[src/rtl/serial_frame_gen_if.sv]
// Handshake and serial-output bundle for serial_frame_gen.
// When SERIAL_FRAME_GEN_LOOP_EN is defined, the bundle also carries the `loop` control.
interface serial_frame_gen_if #(
  parameter int WIDTH = 8
);
  logic             load_valid;
  logic             load_ready;
  logic [WIDTH-1:0] pdata;
  logic             sout;
  logic             sout_valid;
  logic             busy;
  logic             done;

`ifdef SERIAL_FRAME_GEN_LOOP_EN
  logic             loop;

  modport master (
    output load_valid, pdata, loop,
    input  load_ready, sout, sout_valid, busy, done
  );

  modport slave (
    input  load_valid, pdata, loop,
    output load_ready, sout, sout_valid, busy, done
  );
`else
  modport master (
    output load_valid, pdata,
    input  load_ready, sout, sout_valid, busy, done
  );

  modport slave (
    input  load_valid, pdata,
    output load_ready, sout, sout_valid, busy, done
  );
`endif
endinterface

[src/rtl/serial_frame_gen.sv]
// Parallel-to-serial frame source feeding the sequence detector's din, with gapless back-to-back frames.
// Optional macro SERIAL_FRAME_GEN_LOOP_EN adds a `loop` input that repeats the last accepted word.
module serial_frame_gen #(
  parameter int WIDTH     = 8,
  parameter bit MSB_FIRST = 1'b1
) (
  input logic               clk,
  input logic               clr,
  serial_frame_gen_if.slave bus
);
  localparam int CW = (WIDTH > 1) ? $clog2(WIDTH) : 1;

  localparam logic [0:0] IDLE  = 1'b0;
  localparam logic [0:0] SHIFT = 1'b1;

  localparam logic [CW-1:0] CNT_FIRST = CW'(WIDTH - 1);
  localparam logic [CW-1:0] CNT_ONE   = CW'(1);

  logic [0:0]       state;
  logic [WIDTH-1:0] shreg;
  logic [CW-1:0]    cnt;
  logic             sout_q;
  logic             sout_valid_q;
  logic             busy_q;
  logic             done_q;
  logic             load_ready;
  logic             accept;
  logic             reload;
  logic [WIDTH-1:0] reload_word;

  function automatic logic head(input logic [WIDTH-1:0] w);
    return MSB_FIRST ? w[WIDTH-1] : w[0];
  endfunction

  function automatic logic [WIDTH-1:0] tail(input logic [WIDTH-1:0] w);
    return MSB_FIRST ? (w << 1) : (w >> 1);
  endfunction

  // Ready while idle or while the final bit of the current frame is on sout.
  assign load_ready = (state == IDLE) || (cnt == '0);
  assign accept     = bus.load_valid && load_ready;

`ifdef SERIAL_FRAME_GEN_LOOP_EN
  logic [WIDTH-1:0] held;

  always_ff @(posedge clk or posedge clr) begin
    if (clr) begin
      held <= '0;
    end else if (accept) begin
      held <= bus.pdata;
    end
  end
`endif

  // A fresh frame always wins; looping only fills an otherwise idle last-bit slot.
  always_comb begin
    reload      = accept;
    reload_word = bus.pdata;
`ifdef SERIAL_FRAME_GEN_LOOP_EN
    if (!accept && state == SHIFT && cnt == '0 && bus.loop) begin
      reload      = 1'b1;
      reload_word = held;
    end
`endif
  end

  // shreg holds only the bits still to be shown; sout_q is the bit currently on the line.
  always_ff @(posedge clk or posedge clr) begin
    if (clr) begin
      state        <= IDLE;
      shreg        <= '0;
      cnt          <= '0;
      sout_q       <= 1'b0;
      sout_valid_q <= 1'b0;
      busy_q       <= 1'b0;
      done_q       <= 1'b0;
    end else if (reload) begin
      state        <= SHIFT;
      shreg        <= tail(reload_word);
      sout_q       <= head(reload_word);
      cnt          <= CNT_FIRST;
      sout_valid_q <= 1'b1;
      busy_q       <= 1'b1;
      done_q       <= 1'b0;
    end else if (state == SHIFT && cnt != '0) begin
      shreg        <= tail(shreg);
      sout_q       <= head(shreg);
      cnt          <= cnt - CNT_ONE;
      sout_valid_q <= 1'b1;
      busy_q       <= 1'b1;
      done_q       <= (cnt == CNT_ONE);
    end else begin
      state        <= IDLE;
      shreg        <= '0;
      cnt          <= '0;
      sout_q       <= 1'b0;
      sout_valid_q <= 1'b0;
      busy_q       <= 1'b0;
      done_q       <= 1'b0;
    end
  end

  assign bus.load_ready = load_ready;
  assign bus.sout       = sout_q;
  assign bus.sout_valid = sout_valid_q;
  assign bus.busy       = busy_q;
  assign bus.done       = done_q;

  a_quiet_line: assert property (@(posedge clk) disable iff (clr) !sout_valid_q |-> !sout_q);
  a_done_in_frame: assert property (@(posedge clk) disable iff (clr) done_q |-> sout_valid_q);
endmodule

[src/flat_wrapper.sv]
// flat-port wrapper written by rule: the top's interface ports become plain ports
module serial_frame_gen_flat 
#(
  parameter int WIDTH     = 8,
  parameter bit MSB_FIRST = 1'b1
)
  (clk, clr, bus_load_valid, bus_pdata, bus_load_ready, bus_sout, bus_sout_valid, bus_busy, bus_done);
  serial_frame_gen_if #(.WIDTH(WIDTH)) bus_i ();
  input logic clk;
  input logic clr;
  input wire logic [$bits(bus_i.load_valid)-1:0] bus_load_valid;
  input wire logic [$bits(bus_i.pdata)-1:0] bus_pdata;
  output wire logic [$bits(bus_i.load_ready)-1:0] bus_load_ready;
  output wire logic [$bits(bus_i.sout)-1:0] bus_sout;
  output wire logic [$bits(bus_i.sout_valid)-1:0] bus_sout_valid;
  output wire logic [$bits(bus_i.busy)-1:0] bus_busy;
  output wire logic [$bits(bus_i.done)-1:0] bus_done;
  assign bus_i.load_valid = bus_load_valid;
  assign bus_i.pdata = bus_pdata;
  assign bus_load_ready = bus_i.load_ready;
  assign bus_sout = bus_i.sout;
  assign bus_sout_valid = bus_i.sout_valid;
  assign bus_busy = bus_i.busy;
  assign bus_done = bus_i.done;
  serial_frame_gen #(.WIDTH(WIDTH), .MSB_FIRST(MSB_FIRST)) u_core (.clk(clk), .clr(clr), .bus(bus_i));
endmodule
[config.mk]
export PLATFORM = sky130hd
export DESIGN_NAME = serial_frame_gen_flat
export DESIGN_NICKNAME = d
export VERILOG_FILES = /design/src/rtl/serial_frame_gen_if.sv /design/src/rtl/serial_frame_gen.sv /design/src/flat_wrapper.sv
export SDC_FILE = /design/constraint.sdc
export NUM_CORES = 1
export LEC_CHECK = 0
export ABC_AREA = 0
export CORE_UTILIZATION = 30
export CTS_CLUSTER_DIAMETER = 200
export CTS_CLUSTER_SIZE = 10
export DETAILED_ROUTE_END_ITERATION = 10
export GPL_ROUTABILITY_DRIVEN = 0
export PLACE_DENSITY = 0.59
export SLEW_MARGIN = 40
export SYNTH_ARGS = -nofsm -noshare
export SYNTH_HDL_FRONTEND = slang
export SYNTH_SLANG_ARGS = --single-unit
[constraint.sdc]
create_clock -name clk -period 3.07 [get_ports clk]
set_input_delay 0.7675 -clock clk [delete_from_list [all_inputs] [get_ports clk]]
set_output_delay 0.7675 -clock clk [all_outputs]
set_load 0.005 [all_outputs]
==> run summary, run 1 <==
outcome: complete, no violations
Root Driver: clkbuf_4
Die X: 48.62 µm
power density over cell area: 817.0 mW/mm²
# IOs: 16
number of port buffers: 15
Synth cell types: 15
Critical Path RT: 2300 ps
commonest non-fill, non-tap cell in the layout: clkdlybuf4s50_1
CP Class: reg -> out
dpl hpwl: 703.6 µm
count of nets after finishing: 89
post-synthesis cell count: 57
period utilization: 0.7958
Core Rows: 16
critical path cell sequence: inv_1 > ha_1 > inv_2 > o21ai_4 > clkdlybuf4s50_1
PostCTS Resize Cnt: 0
Area Growth Syn to Fin: 30.33%
Slew Limit Fails: 0
Post-Syn Nets: 71
Core Area: 0.002002 mm²
DR vias: 428
Post-synth EDFFs: 0
CTS tree: yes
Initial Utilization: 0.3256
multi-input logic area: 226.5 µm²
ys flop type: dfrtp_1
antenna violations before repair: 0
Syn. warnings: 0
Fillers: 211
Clock Skew: 1.334 ps
via-per-instance ratio: 4.238
average cell area after synthesis: 11.44 µm²
commonest cells after routing, fill and taps aside: clkdlybuf4s50_1, dfrtp_1, inv_1
sequential area share after synthesis: 0.5374
max_slew headroom: 0.6527
H-tree depth: 1
final worst slack: 627.0 ps
Crit-path slowest cell: clkdlybuf4s50_1
Clock Sinks: 14
WL final: 1047 µm
critical path endpoint category: output port
Final setup viols: 0
sequential cell area: 350.3 µm²
ant diodes: 0
DR iter-0 viols: 3
share of cells above drive strength 1: 0.1216
Post-synth ARST share: 1.000
Max-Cap Viols: 0
die area: 0.002363 mm²
min Tclk post-route: 2443 ps
RSZ-0062 raised after global routing: no
setup_tns: 0 ps
Leakage: 0.0003840 µW
Total GRT Usage: 0.1107
crit path DAT: 1680 ps
Clock transition at path regs: 90 ps
first-pass GRT wire length: 1959 µm
chip height: 48.62 µm
Routed WL per cell: 10.37 µm
Hold-fix buffers, CTS: 0
worst slack, placed: 933.9 ps
vias in the first global route: 445
Skew-Pair Late Insertion Delay: 280 ps
fmax: 409.3 MHz
DRC Markers: 0
Slew @ Worst Pin: 520.4 ps
Detail Route Antenna Nets: 0
Clock Tree Buf Depth: 2
grt ovf: 0
Final Hold Fails: 0
IR drop worst, VDD: 0.0003282 V
Critical Path Source Type: flip-flop
CTS buffer count: 3
DR pass1 iterations: 2
critical path peak fanout: 4
pin count of the biggest net entering global routing: 15
Crit path largest cell delay: 510 ps
Hold Crit Class: reg -> reg
Synth Register Bits: 14
post-synthesis cell area: 651.9 µm²
post-CTS setup buffer count: 0
[per-layer routing]
layer	GRT usage	part of all wire	routed length, µm
met1	0.1332	0.43	454
met5	0	0	0
met4	0.07353	0.0086	9
met2	0.1806	0.51	533
met3	0.01887	0.048	50
[kinds of logic (layout without fill, tap and decap cells)]
logic type	Yosys count	count (layout)	synth area share
buffers and inverters	15	32	0.1151
AOI/OAI and AO/OA	3	3	0.04990
DFF	14	14	0.5374
adders and majority gates	3	3	0.05759
muxes	9	9	0.1382
and+or+nand+nor	13	13	0.1017
[final cells by class]
cell class | count | share of cell area
Timing Repair Buffer | 16 | 0.1856
Clock buffer | 4 | 0.04271
Tap cell | 27 | 0.03976
Inverter | 12 | 0.05302
Multi-Input combinational cell | 28 | 0.2666
Sequential cell | 14 | 0.4124
[synth_stat cells, types with 2 or more instances]
| cell | instances | area share |
|---|---|---|
| ha_1 | 3 | 0.058 |
| inv_1 | 11 | 0.063 |
| buf_4 | 2 | 0.023 |
| nand2_1 | 9 | 0.052 |
| mux2i_1 | 9 | 0.14 |
| dfrtp_1 | 14 | 0.54 |
[per-stage QoR]
step	area (µm²)	hold WS, ps	util	total power (µW)	instances
after CTS	849.6	501.4	0.4244	708.5	101
after floorplan	651.9	451.7	-	490.5	57
after global routing	849.6	516.6	0.4244	754.2	101
after global placement	813.3	466.4	0.4063	557.8	97
final	849.6	498.1	0.4244	694.1	101
after detailed placement	813.3	475.8	0.4063	569.1	97
[final timing paths]
path	cells after the start	startpoint	slack, ps	to
min	2	u_core.shreg[3]	500	u_core.shreg[4]
max	5	u_core.cnt[0]	630	bus_load_ready
min in group asynchronous	2	clr	820	u_core.bus.sout_valid
max reg2reg	6	u_core.cnt[0]	1650	u_core.cnt[0]
max in group asynchronous	2	clr	1900	u_core.shreg[2]
min reg2reg	2	u_core.shreg[3]	500	u_core.shreg[4]
[state kept, by name, indices dropped and copies added (netlist names)]
| signal | flops |
|---|---|
| u_core.cnt | 3 |
| u_core.bus.done | 1 |
| u_core.bus.sout | 1 |
| u_core.shreg | 7 |
| u_core.bus.sout_valid | 1 |
| u_core.state | 1 |
[power by group]
part	internal (µW)	switching, µW	total [µW]
combinational	152	125	277
sequential	252	32.7	284
clock	72.1	60.7	133
total	475	219	694
[worst max-delay path: cells and delay by family (launching register included)]
kind,cells,cell delay (ps)
flops,1,410
fa+ha+maj,1,220
buf+inv,3,660
compound gates,1,120
Note: power is estimated with default switching activity, not from simulation.
==> run 2, diff against run 1 <==
==> constraint.sdc (replaced) <==
create_clock -name clk -period 2.3 [get_ports clk]
set_input_delay 0.575 -clock clk [delete_from_list [all_inputs] [get_ports clk]]
set_output_delay 0.575 -clock clk [all_outputs]
set_load 0.005 [all_outputs]
==> run summary, run 2 (same netlist as run 1, synthesis figures left out) <==
outcome: complete, no violations
Clock Skew: 6.833 ps
Skew-Pair Late Insertion Delay: 280 ps
met3 Usage GRT: 0.05660
CP Class: reg -> out
Hold Crit Class: reg -> reg
vias in the first global route: 448
Final setup viols: 0
chip height: 48.62 µm
DR pass1 iterations: 2
Slew @ Worst Pin: 505.4 ps
Core Rows: 16
min Tclk post-route: 2216 ps
WL final: 1044 µm
die area: 0.002363 mm²
grt ovf: 0
NetSw: 296.7 µW
Max-Cap Viols: 0
worst slack, placed: 360.1 ps
setup_tns: 0 ps
Top Usage Layer GRT: met2
Hold-fix buffers, CTS: 0
fmax: 451.2 MHz
DR iter-0 viols: 1
# IOs: 16
max reg flops: 7
CTS tree: yes
IR drop worst, VDD: 0.0004352 V
period utilization: 0.9636
final worst slack: 83.71 ps
Int Pwr: 651.9 µW
Initial Utilization: 0.3256
RSZ-0062 raised after global routing: no
DR vias: 429
Detail Route Antenna Nets: 0
power density over cell area: 1091 mW/mm²
H-tree depth: 1
ant diodes: 0
DRC Markers: 0
dpl hpwl: 713.5 µm
Routed WL per cell: 10.24 µm
Leakage: 0.0003888 µW
pin count of the biggest net entering global routing: 15
fin cells: 102
Slew Limit Fails: 0
via-per-instance ratio: 4.206
first-pass GRT wire length: 1856 µm
CTS buffer count: 3
antenna violations before repair: 0
Die X: 48.62 µm
max_slew headroom: 0.6627
Clock Tree Buf Depth: 2
Biggest register: u_core.shreg
crit path DAT: 1640 ps
Core Area: 0.002002 mm²
commonest non-fill, non-tap cell in the layout: clkdlybuf4s50_1
GR Layer Usage met1: 0.1113
Final Hold Fails: 0
number of port buffers: 15
Critical Path Source Type: flip-flop
Placed Cells: 98
Flop pwr share: 0.403
biggest regs: u_core.shreg: 7 flops, u_core.cnt: 3 flops
post-CTS setup buffer count: 0
Total GRT Usage: 0.1074
critical path peak fanout: 4
Root Driver: clkbuf_4
commonest cells after routing, fill and taps aside: clkdlybuf4s50_1, dfrtp_1, inv_1
met2 usage: 0.1806
count of nets after finishing: 90
Fillers: 207
Comb power frac: 0.414
Clock transition at path regs: 80 ps
switching part of the total: 0.3127
share of cells above drive strength 1: 0.1467
Clock Sinks: 14
Critical Path RT: 1730 ps
Clock power frac: 0.182
critical path endpoint category: output port
Area Growth Syn to Fin: 33.40%
[run 2: changes by cell type in the layout (fill, tap and decap cells not counted), sizes merged]
cell / before / now
buf: 1 / 2
[run 2: layout make-up]
| type | instances | area (µm²) | share of cell area |
|---|---|---|---|
| repair buffers | 17 | 165.2 | 0.1899 |
| well taps | 27 | 33.78 | 0.03885 |
| multi-input cells | 28 | 239.0 | 0.2748 |
| flip-flops and latches | 14 | 350.3 | 0.4029 |
| clock buffers | 4 | 36.28 | 0.04173 |
| inverters | 12 | 45.04 | 0.05180 |
[run 2: worst paths after layout]
| kind | start | to | slack, ps | cells past startpoint |
|---|---|---|---|---|
| max reg2reg | u_core.cnt[0] | u_core.cnt[0] | 930 | 6 |
| max | u_core.cnt[0] | bus_load_ready | 80 | 5 |
| min reg2reg | u_core.cnt[0] | u_core.cnt[0] | 490 | 1 |
| min in group asynchronous | clr | u_core.shreg[3] | 620 | 2 |
| min | u_core.cnt[0] | u_core.cnt[0] | 490 | 1 |
| max in group asynchronous | clr | u_core.shreg[7] | 1340 | 2 |
[run 2: power groups by stage]
stage,clock network [µW],logic [µW],registers (µW)
floorplan,0,275,379
global placement,0,363,383
finish,173,393,382
CTS,181,373,382
detailed placement,0,374,385
global route,188,440,393
[run 2: critical path, cell delays in order, from the launching register on]
cell and delay (ps):
dfrtp_1 400, inv_1 130, ha_4 170, inv_2 40, o21ai_4 110, clkdlybuf4s50_1 510
[run 2: layer usage]
layer  vias to the layer above  wire length [µm]  part of all wire
met5                         -                 0                 0
met4                         0                10            0.0096
met3                         2                77             0.074
met2                        13               532              0.51
met1                       202               423              0.41
li1                        212                 -                 -
[run 2: metrics by stage]
step                cell area [µm²]    util  hold slack, ps  power [µW]
finish                        869.6  0.4344           488.6       948.6
floorplan                     651.9       -           451.7       654.8
CTS                           857.1  0.4281           490.5       936.8
detailed placement            820.8  0.4100           478.1       758.7
global route                  869.6  0.4344           497.4        1021
global placement              820.8  0.4100           466.7       746.1
[run 2: what timing repair did]
item	in CTS	in global routing
setup endpoints to repair	0	1
gates resized for setup	0	2
hold endpoints to repair	0	0
==> run 3, diff against run 2 <==
--- a/config.mk
+++ b/config.mk
@@ -5,10 +5,9 @@
 export SDC_FILE = /design/constraint.sdc
 export NUM_CORES = 1
 export LEC_CHECK = 0
-export ABC_AREA = 0
+export CAP_MARGIN = 15
 export CORE_UTILIZATION = 30
 export CTS_CLUSTER_DIAMETER = 200
-export CTS_CLUSTER_SIZE = 10
 export DETAILED_ROUTE_END_ITERATION = 10
 export GPL_ROUTABILITY_DRIVEN = 0
 export PLACE_DENSITY = 0.59
==> results of run 3 <==
Same layout as run 2: the final DEF is identical, and so are final timing and power.
